### config.mk
export PLATFORM = sky130hd
export DESIGN_NAME = reg_wb_queue
export DESIGN_NICKNAME = d
export VERILOG_FILES = /design/src/rtl/reg_wb_queue.sv
export SDC_FILE = /design/constraint.sdc
export NUM_CORES = 1
export LEC_CHECK = 0
export CAP_MARGIN = 15
export CORE_AREA = 5 5 134 136
export DETAILED_ROUTE_END_ITERATION = 16
export DIE_AREA = 0 0 139 141
export PLACE_DENSITY_LB_ADDON = 0.05
export SYNTH_ARGS = -nofsm -noshare
export SYNTH_HDL_FRONTEND = slang
export SYNTH_SLANG_ARGS = --single-unit
### constraint.sdc
create_clock -name clk_i -period 3.01 [get_ports clk_i]
set_clock_uncertainty 0.2 [all_clocks]
set_input_delay 0.602 -clock clk_i [delete_from_list [all_inputs] [get_ports clk_i]]
set_output_delay 0.602 -clock clk_i [all_outputs]
set_load 0.05 [all_outputs]
### src/rtl/reg_wb_queue.sv
// reg_wb_queue: writeback FIFO for the register file write port with pending-write lookup (WB_QUEUE_LOOKUP_EN)
module reg_wb_queue #(
  parameter int DEPTH = 4,
  parameter int AW    = 2
) (
  input  logic          clk_i,
  input  logic          rst_i,
  input  logic          wb_valid_i,
  input  logic [4:0]    wb_addr_i,
  input  logic [31:0]   wb_data_i,
  output logic          wb_ready_o,
  input  logic          port_grant_i,
  output logic [4:0]    RDaddr_o,
  output logic [31:0]   RDdata_o,
  output logic          RegWrite_o,
  input  logic [4:0]    rs_addr_i,
  input  logic [4:0]    rt_addr_i,
  output logic          rs_hit_o,
  output logic [31:0]   rs_data_o,
  output logic          rt_hit_o,
  output logic [31:0]   rt_data_o,
  output logic [AW:0]   count_o
);
  logic [4:0]       r_addr [DEPTH];
  logic [31:0]      r_data [DEPTH];
  logic [DEPTH-1:0] r_valid;
  logic [AW-1:0]    r_wr_ptr;
  logic [AW-1:0]    r_rd_ptr;
  logic [AW:0]      r_count;
  logic             w_nonempty;
  logic             w_push;
  logic             w_pop;
  assign w_nonempty = r_count != '0;
  assign RegWrite_o = w_nonempty && port_grant_i;
  assign wb_ready_o = (r_count < (AW+1)'(DEPTH)) || RegWrite_o;
  assign w_push     = wb_valid_i && wb_ready_o && (wb_addr_i != 5'd0);
  assign w_pop      = RegWrite_o;
  assign RDaddr_o   = w_nonempty ? r_addr[r_rd_ptr] : 5'd0;
  assign RDdata_o   = w_nonempty ? r_data[r_rd_ptr] : 32'd0;
  assign count_o    = r_count;
  // pointers, occupancy and valid bits; a push into the slot being popped keeps it valid
  always_ff @(posedge clk_i or negedge rst_i) begin
    if (!rst_i) begin
      r_wr_ptr <= '0;
      r_rd_ptr <= '0;
      r_count  <= '0;
      r_valid  <= '0;
    end else begin
      if (w_push) r_wr_ptr <= r_wr_ptr + 1'b1;
      if (w_pop) r_rd_ptr <= r_rd_ptr + 1'b1;
      r_count <= r_count + (AW+1)'(w_push) - (AW+1)'(w_pop);
      r_valid <= (r_valid & ~(DEPTH'(w_pop) << r_rd_ptr)) | (DEPTH'(w_push) << r_wr_ptr);
    end
  end
  // entry payload storage; contents only matter while the valid bit is set
  always_ff @(posedge clk_i) begin
    if (w_push) begin
      r_addr[r_wr_ptr] <= wb_addr_i;
      r_data[r_wr_ptr] <= wb_data_i;
    end
  end
`ifdef WB_QUEUE_LOOKUP_EN
  function automatic logic [32:0] f_lookup(input logic [4:0] a);
    logic [32:0]   res;
    logic [AW-1:0] k;
    res = '0;
    for (int i = 0; i < DEPTH; i++) begin
      k = r_rd_ptr + AW'(i);
      if (r_valid[k] && (r_addr[k] == a) && (a != 5'd0)) res = {1'b1, r_data[k]};
    end
    return res;
  endfunction
  // scan oldest to youngest so the last match wins
  always_comb begin
    {rs_hit_o, rs_data_o} = f_lookup(rs_addr_i);
    {rt_hit_o, rt_data_o} = f_lookup(rt_addr_i);
  end
`else
  logic w_unused;
  assign w_unused  = ^{rs_addr_i, rt_addr_i, r_valid};
  assign rs_hit_o  = 1'b0;
  assign rs_data_o = 32'd0;
  assign rt_hit_o  = 1'b0;
  assign rt_data_o = 32'd0;
`endif
endmodule

**Word-level counts from Yosys, hierarchy flattened**

Memories as Yosys holds them, arrays and structs flattened.
Index checks and enable logic that the tools add are counted.

- Flip-flop bits (word level): 7
- Bits in latches: 0
- RAM bits: 148
- Memory bits (read-only): 0
- Input port bits: 51
- Output and inout bits: 108
- Word-level logic and storage cells: 20
- Memories: 2

Memory list:

| memory | words | bits a word | read ports | clocked after Yosys merged registers in | wr ports | RTL line | RTL |
|---|---|---|---|---|---|---|---|
| r_data | 4 | 32 | 1 | 0 | 1 | 25 | `logic [31:0] r_data [DEPTH];` |
| r_addr | 4 | 5 | 1 | 0 | 1 | 24 | `logic [4:0] r_addr [DEPTH];` |

- Add/sub/neg operators: 4
- Multipliers: 0
- Divide/modulo/power cells: 0
- Magnitude comparators: 1
- Equal/unequal tests: 0
- Shift operators: 0
- Muxes and demuxes: 4
- Bitwise logic cells: 0
- Reduce and logical (&&, ||, !) cells: 6

Operator list:

| operator | count |
|---|---|
| two-way mux 32 bit | 1 |
| two-way mux 5 bit | 1 |
| nonzero test 5 bit | 1 |
| adder 2 x 1 -> 2 bit, second input constant | 2 |
| adder 3 x 1 -> 3 bit | 1 |
| logical AND 1 bit | 3 |
| less-than comparator 3 bit, second input constant | 1 |
| nonzero test 3 bit | 1 |
| subtractor 3 x 1 -> 3 bit | 1 |
| two-way mux 1 bit | 2 |
| logical OR 1 bit | 1 |

**Logic depth before layout (Yosys ltp)**

- Depth in word-level cells: 7
- Mapped depth: 9
- Depth with buffers taken out: 9

**Least setup slack after synthesis**

Ideal clock, no wire load.

- Path type: reg-to-reg
- From: register r_count[1] (netlist: count_o[1])
- To: register r_count[2] (netlist: count_o[2])
- Library setup time: 0.124 ns
- Data arrival time: 2.582 ns
- Required time: 2.686 ns
- Path slack: 0.104 ns
- Stages on the path, launching flop included: 9
- Path buffers: 0
- Period minus slack after synthesis: 2.906 ns
- Cells stage by stage: dfrtp_1 -> or3_1 -> and2_1 -> ha_1 -> inv_1 -> ha_1 -> fa_1 -> xnor2_1 -> xnor2_1

- Cells in the longest elaborated chain, start to end: 7
- Elaborated cells on any way between the ends: 8
- Classes of those cells: add/sub (2); order compare (1); reduce/logical (5)

RTL lines:

| element | RTL line | RTL |
|---|---|---|
| start, declared | 29 | `logic [AW:0] r_count;` |
| start signal, assigned | 51 | `r_count <= r_count + (AW+1)'(w_push) - (AW+1)'(w_pop);` |
| nonzero test 3 bit (*) | 33 | `assign w_nonempty = r_count != '0;` |
| logical AND 1 bit (*) | 34 | `assign RegWrite_o = w_nonempty && port_grant_i;` |
| named net RegWrite_o | 15 | `output logic RegWrite_o,` |
| logical OR 1 bit | 35 | `assign wb_ready_o = (r_count < (AW+1)'(DEPTH)) \|\| RegWrite_o;` |
| logical AND 1 bit (2 in series) | 36 | `assign w_push = wb_valid_i && wb_ready_o && (wb_addr_i != 5'd0);` |
| adder 3 x 1 -> 3 bit | 51 |  |
| subtractor 3 x 1 -> 3 bit (*) | 51 |  |

The timed path passes the listed nets; every way through them passes the cells marked *.
A chain may end at the register's enable or synchronous reset.

**Final worst setup path**

- From: register r_rd_ptr[0]
- To: output RDdata_o[29]

- Cells in the longest elaborated chain, start to end: 2

RTL lines:

| element | RTL line | RTL |
|---|---|---|
| start, declared | 28 | `logic [AW-1:0] r_rd_ptr;` |
| start signal, assigned | 50 | `if (w_pop) r_rd_ptr <= r_rd_ptr + 1'b1;` |
| memory (4 x 32 bit) | -- |  |
| two-way mux 32 bit | 39 | `assign RDdata_o = w_nonempty ? r_data[r_rd_ptr] : 32'd0;` |
| end, declared | 14 | `output logic [31:0] RDdata_o,` |

Every way passes these cells.

==> metrics list <==
* Clock sink total: 155
- Yosys mapped a number of flops with a built-in enable equal to 148.
- In this run the horizontal extent of the chip is 139 um.
- Utilization after layout: 50.77%
- Highest attainable clock frequency: 0.3586 GHz
* Gates resized, CTS repair: 0
- Initial antenna violation count: 0
* TritonCTS clock tree: done
- Including well taps, the total number of placed cells is 648.
- Class of the tightest hold or removal check: in -> async
- The routed design has 11.96 mm of wire.
* Number of input and output port buffers inserted: 82
- Counting flops with an async set or reset pin after synthesis yields a share of 4.516%.
* Outcome: completed
- The worst setup path is captured at an output pin.
- For this run, the leading register cell type out of synthesis is sky130_fd_sc_hd__edfxtp_1.
* Final worst-path cycle share: 92.64%
- Of the cells placed in the final design, the portion with a size suffix greater than 1 is 29.10%.
- The cell area that synthesis handed to floorplanning was 6507 sq um.
- The count of endpoints failing hold in the final timing report is 0.
- The number of pins with negative max-slew slack in the final report came to 0.
* Maximum number of pins on one net before global-route repair: 39
* Worst Path Max Fanout: 15
* Number of hold-repair buffers added at the cts stage: 0
- For this run, design rule violations remaining after detail routing come to 0.
- Global-route wire length before repair: 18.25 mm
* Area grow syn2layout: 31.21%
- Total setup buffers inserted after CTS: 2
- Critical setup path kind: reg -> out
- Max cap viols: 0
* Ranking of synthesized cells by area: sky130_fd_sc_hd__edfxtp_1 68%, sky130_fd_sc_hd__mux4_2 13%, sky130_fd_sc_hd__buf_4 7.6%, sky130_fd_sc_hd__and2_1 3.7%, sky130_fd_sc_hd__dfrtp_1 2.7%
- Setup violations remaining at the end of the flow were counted as 0.
* Number of filler cells placed in the layout: 1,410
- The H-tree was split into 4 levels.
* Starting DRT DRC Count: 175
- Yosys printed 0 warnings.
* Final instance count without filler cells: 682
* Via count of the first global-routing pass: 3,266
* Portion of the post-synthesis area used by sequential elements: 70.99%
* Peak VDD IR: 0.0007999 V
- For the worst setup path, the data required time is 2210 ps.
* Global-route usage over all layers: 12.55%
* Nets: 502
* Final critical-path required period: 2788 ps
* Top-area cell type share of the netlist area: 68.29%
* Library cell with the largest summed area after synthesis: sky130_fd_sc_hd__edfxtp_1
- Die footprint: 19,600 sq um
- Measured slew at the worst slew-check pin: 510.0 ps
- Standard cell area after detailed placement: 7903 sq um
- Placement Rows: 48
- Gate count after technology mapping: 337
- The wire-length estimate of the detail-placed layout is 7.520 mm.
- Vertical die dimension: 141 um
* Clk Tree Root Cell: sky130_fd_sc_hd__clkbuf_16
- The worst setup path is launched from a register.
* Power density over the cells: 1218 nW/um^2
- 159 I/O pins were placed.
- On the final layout, the worst hold slack is 258.4 ps.
* Max Root-Sink Buffers: 2
- In the final routed layout, each cell accounts on average for 17.54 um.
- Static leakage: 3.054 nW
- Setup repair after global routing left no endpoint under its margin.
* Number of different library cells in the post-synthesis netlist: 20
- 0 antenna diodes ended up in the layout.
- The average instance in the mapped netlist occupies 19.31 sq um.
* Layout Cell Area excl Fill: 8538 sq um
* Worst-skew pair later-pin latency: 410 ps
- Total overflow reported by the global router: 0
* Relative slew slack: 65.89%
* Core footprint: 16,820 sq um
* Number of optimization iterations in the first detailed-route pass: 4
* Register bit total from synthesis: 155
* Worst EP arrival: 1990 ps
- Clock slew at the register clock pins of the worst setup and hold paths: 60 ps
* Initial Util: 38.70%
- Using the TritonRoute via totals, the vias-per-cell ratio works out to 4.430.
- Number of buffers created by CTS: 17
- Antenna-violating nets left: 0
* Routed vias: 3,021
- The congestion estimate from routability-driven global placement came to 0.7055.
==> final cells by class <==
type                            count  area (sq um)  share of cell area [%]
Clock buffer                       19         432.9                   5.070
Multi-Input combinational cell    163          1548                   18.13
Inverter                            6         22.52                  0.2638
Tap cell                          225         281.5                   3.297
Timing Repair Buffer              101          1454                   17.03
Clock inverter                     13         175.2                   2.052
Sequential cell                   155          4624                   54.16
==> stage by stage <==
stage                     TNS, ps  setup WS, ps  total power [mW]
after CTS                       0         163.2             10.56
after floorplan                 0         103.9             5.953
after detailed placement   -152.8        -142.6             8.329
after global placement     -112.6        -112.6             8.300
final                           0         221.5             10.40
after global routing            0         119.5             10.85
==> critical path, stage by stage, from the launching register on <==
cell	delay, ps
sky130_fd_sc_hd__dfrtp_4	480
sky130_fd_sc_hd__buf_12	200
sky130_fd_sc_hd__mux4_2	500
sky130_fd_sc_hd__and2_1	220
sky130_fd_sc_hd__buf_12	160
==> power breakdown <==
part | internal, mW | switching, mW | total [mW]
sequential | 2.78 | 0.132 | 2.91
combinational | 2.47 | 2.84 | 5.31
clock | 1.38 | 0.795 | 2.17
==> metal layers <==
layer | GRT usage, % | vias to the layer above | share of wire [%]
li1 | - | 1365 | -
met1 | 15.30 | 1535 | 42
met2 | 21.04 | 108 | 51
met3 | 3.664 | 13 | 5.6
met4 | 5.252 | 0 | 1.6
met5 | 0 | - | 0
==> worst paths after layout <==
kind / from / endpoint / slack (ps) / cells after the start
max in group asynchronous: rst_i / r_rd_ptr[0] / 2070 / 1
min reg2reg: count_o[0] / count_o[0] / 340 / 1
max: r_rd_ptr[0] / RDdata_o[29] / 220 / 4
max reg2reg: count_o[1] / count_o[2] / 600 / 8
min: rst_i / count_o[2] / 260 / 1
min in group clk_i: count_o[0] / count_o[0] / 340 / 1
==> flip-flops by register name, indices dropped and copies added, names as in the netlist <==
signal,cells
count_o,3
r_addr,20
r_data,128
r_rd_ptr,2
r_wr_ptr,2
==> logic make-up (layout without fill, tap and decap cells) <==
group	after synthesis	after routing	synth area share [%]
and+or+nand+nor	46	46	4.480
xor gates and xnor gates	5	5	0.6729
buffers and inverters	84	139	8.979
other	1	66	0.05763
adders and majority gates	7	7	1.461
DFF	155	155	70.99
AOI/OAI and AO/OA	1	1	0.3269
muxes	38	38	13.04
==> synthesized netlist by cell type (2+ instances only) <==
library cell	instances
sky130_fd_sc_hd__edfxtp_1	148
sky130_fd_sc_hd__and2_1	38
sky130_fd_sc_hd__buf_4	66
sky130_fd_sc_hd__clkbuf_1	5
sky130_fd_sc_hd__ha_1	6
sky130_fd_sc_hd__or3_1	2
sky130_fd_sc_hd__xnor2_1	4
sky130_fd_sc_hd__dfrtp_1	7
sky130_fd_sc_hd__inv_1	6
sky130_fd_sc_hd__mux4_2	37
sky130_fd_sc_hd__buf_6	2
sky130_fd_sc_hd__and2_2	4
sky130_fd_sc_hd__buf_2	5
==> cells in the final DEF (no fill, tap or decap) <==
cell type and n:
sky130_fd_sc_hd__mux2_4 1, sky130_fd_sc_hd__xnor2_1 4, sky130_fd_sc_hd__dfrtp_1 5, sky130_fd_sc_hd__o311a_4 1
sky130_fd_sc_hd__nand3_1 1, sky130_fd_sc_hd__dfrtp_2 1, sky130_fd_sc_hd__fa_1 1, sky130_fd_sc_hd__mux4_2 37
sky130_fd_sc_hd__clkdlybuf4s50_1 43, sky130_fd_sc_hd__nand2b_1 1, sky130_fd_sc_hd__and2_2 4, sky130_fd_sc_hd__inv_1 6
sky130_fd_sc_hd__clkinv_2 6, sky130_fd_sc_hd__dfrtp_4 1, sky130_fd_sc_hd__clkbuf_16 17, sky130_fd_sc_hd__edfxtp_1 148
sky130_fd_sc_hd__clkinvlp_4 1, sky130_fd_sc_hd__buf_12 47, sky130_fd_sc_hd__ha_1 6, sky130_fd_sc_hd__conb_1 66
sky130_fd_sc_hd__bufinv_16 4, sky130_fd_sc_hd__buf_4 11, sky130_fd_sc_hd__xor2_1 1, sky130_fd_sc_hd__clkinv_4 2
sky130_fd_sc_hd__and2_1 38, sky130_fd_sc_hd__clkbuf_1 2, sky130_fd_sc_hd__or3_1 2
Note: power is estimated with default switching activity, not from simulation.
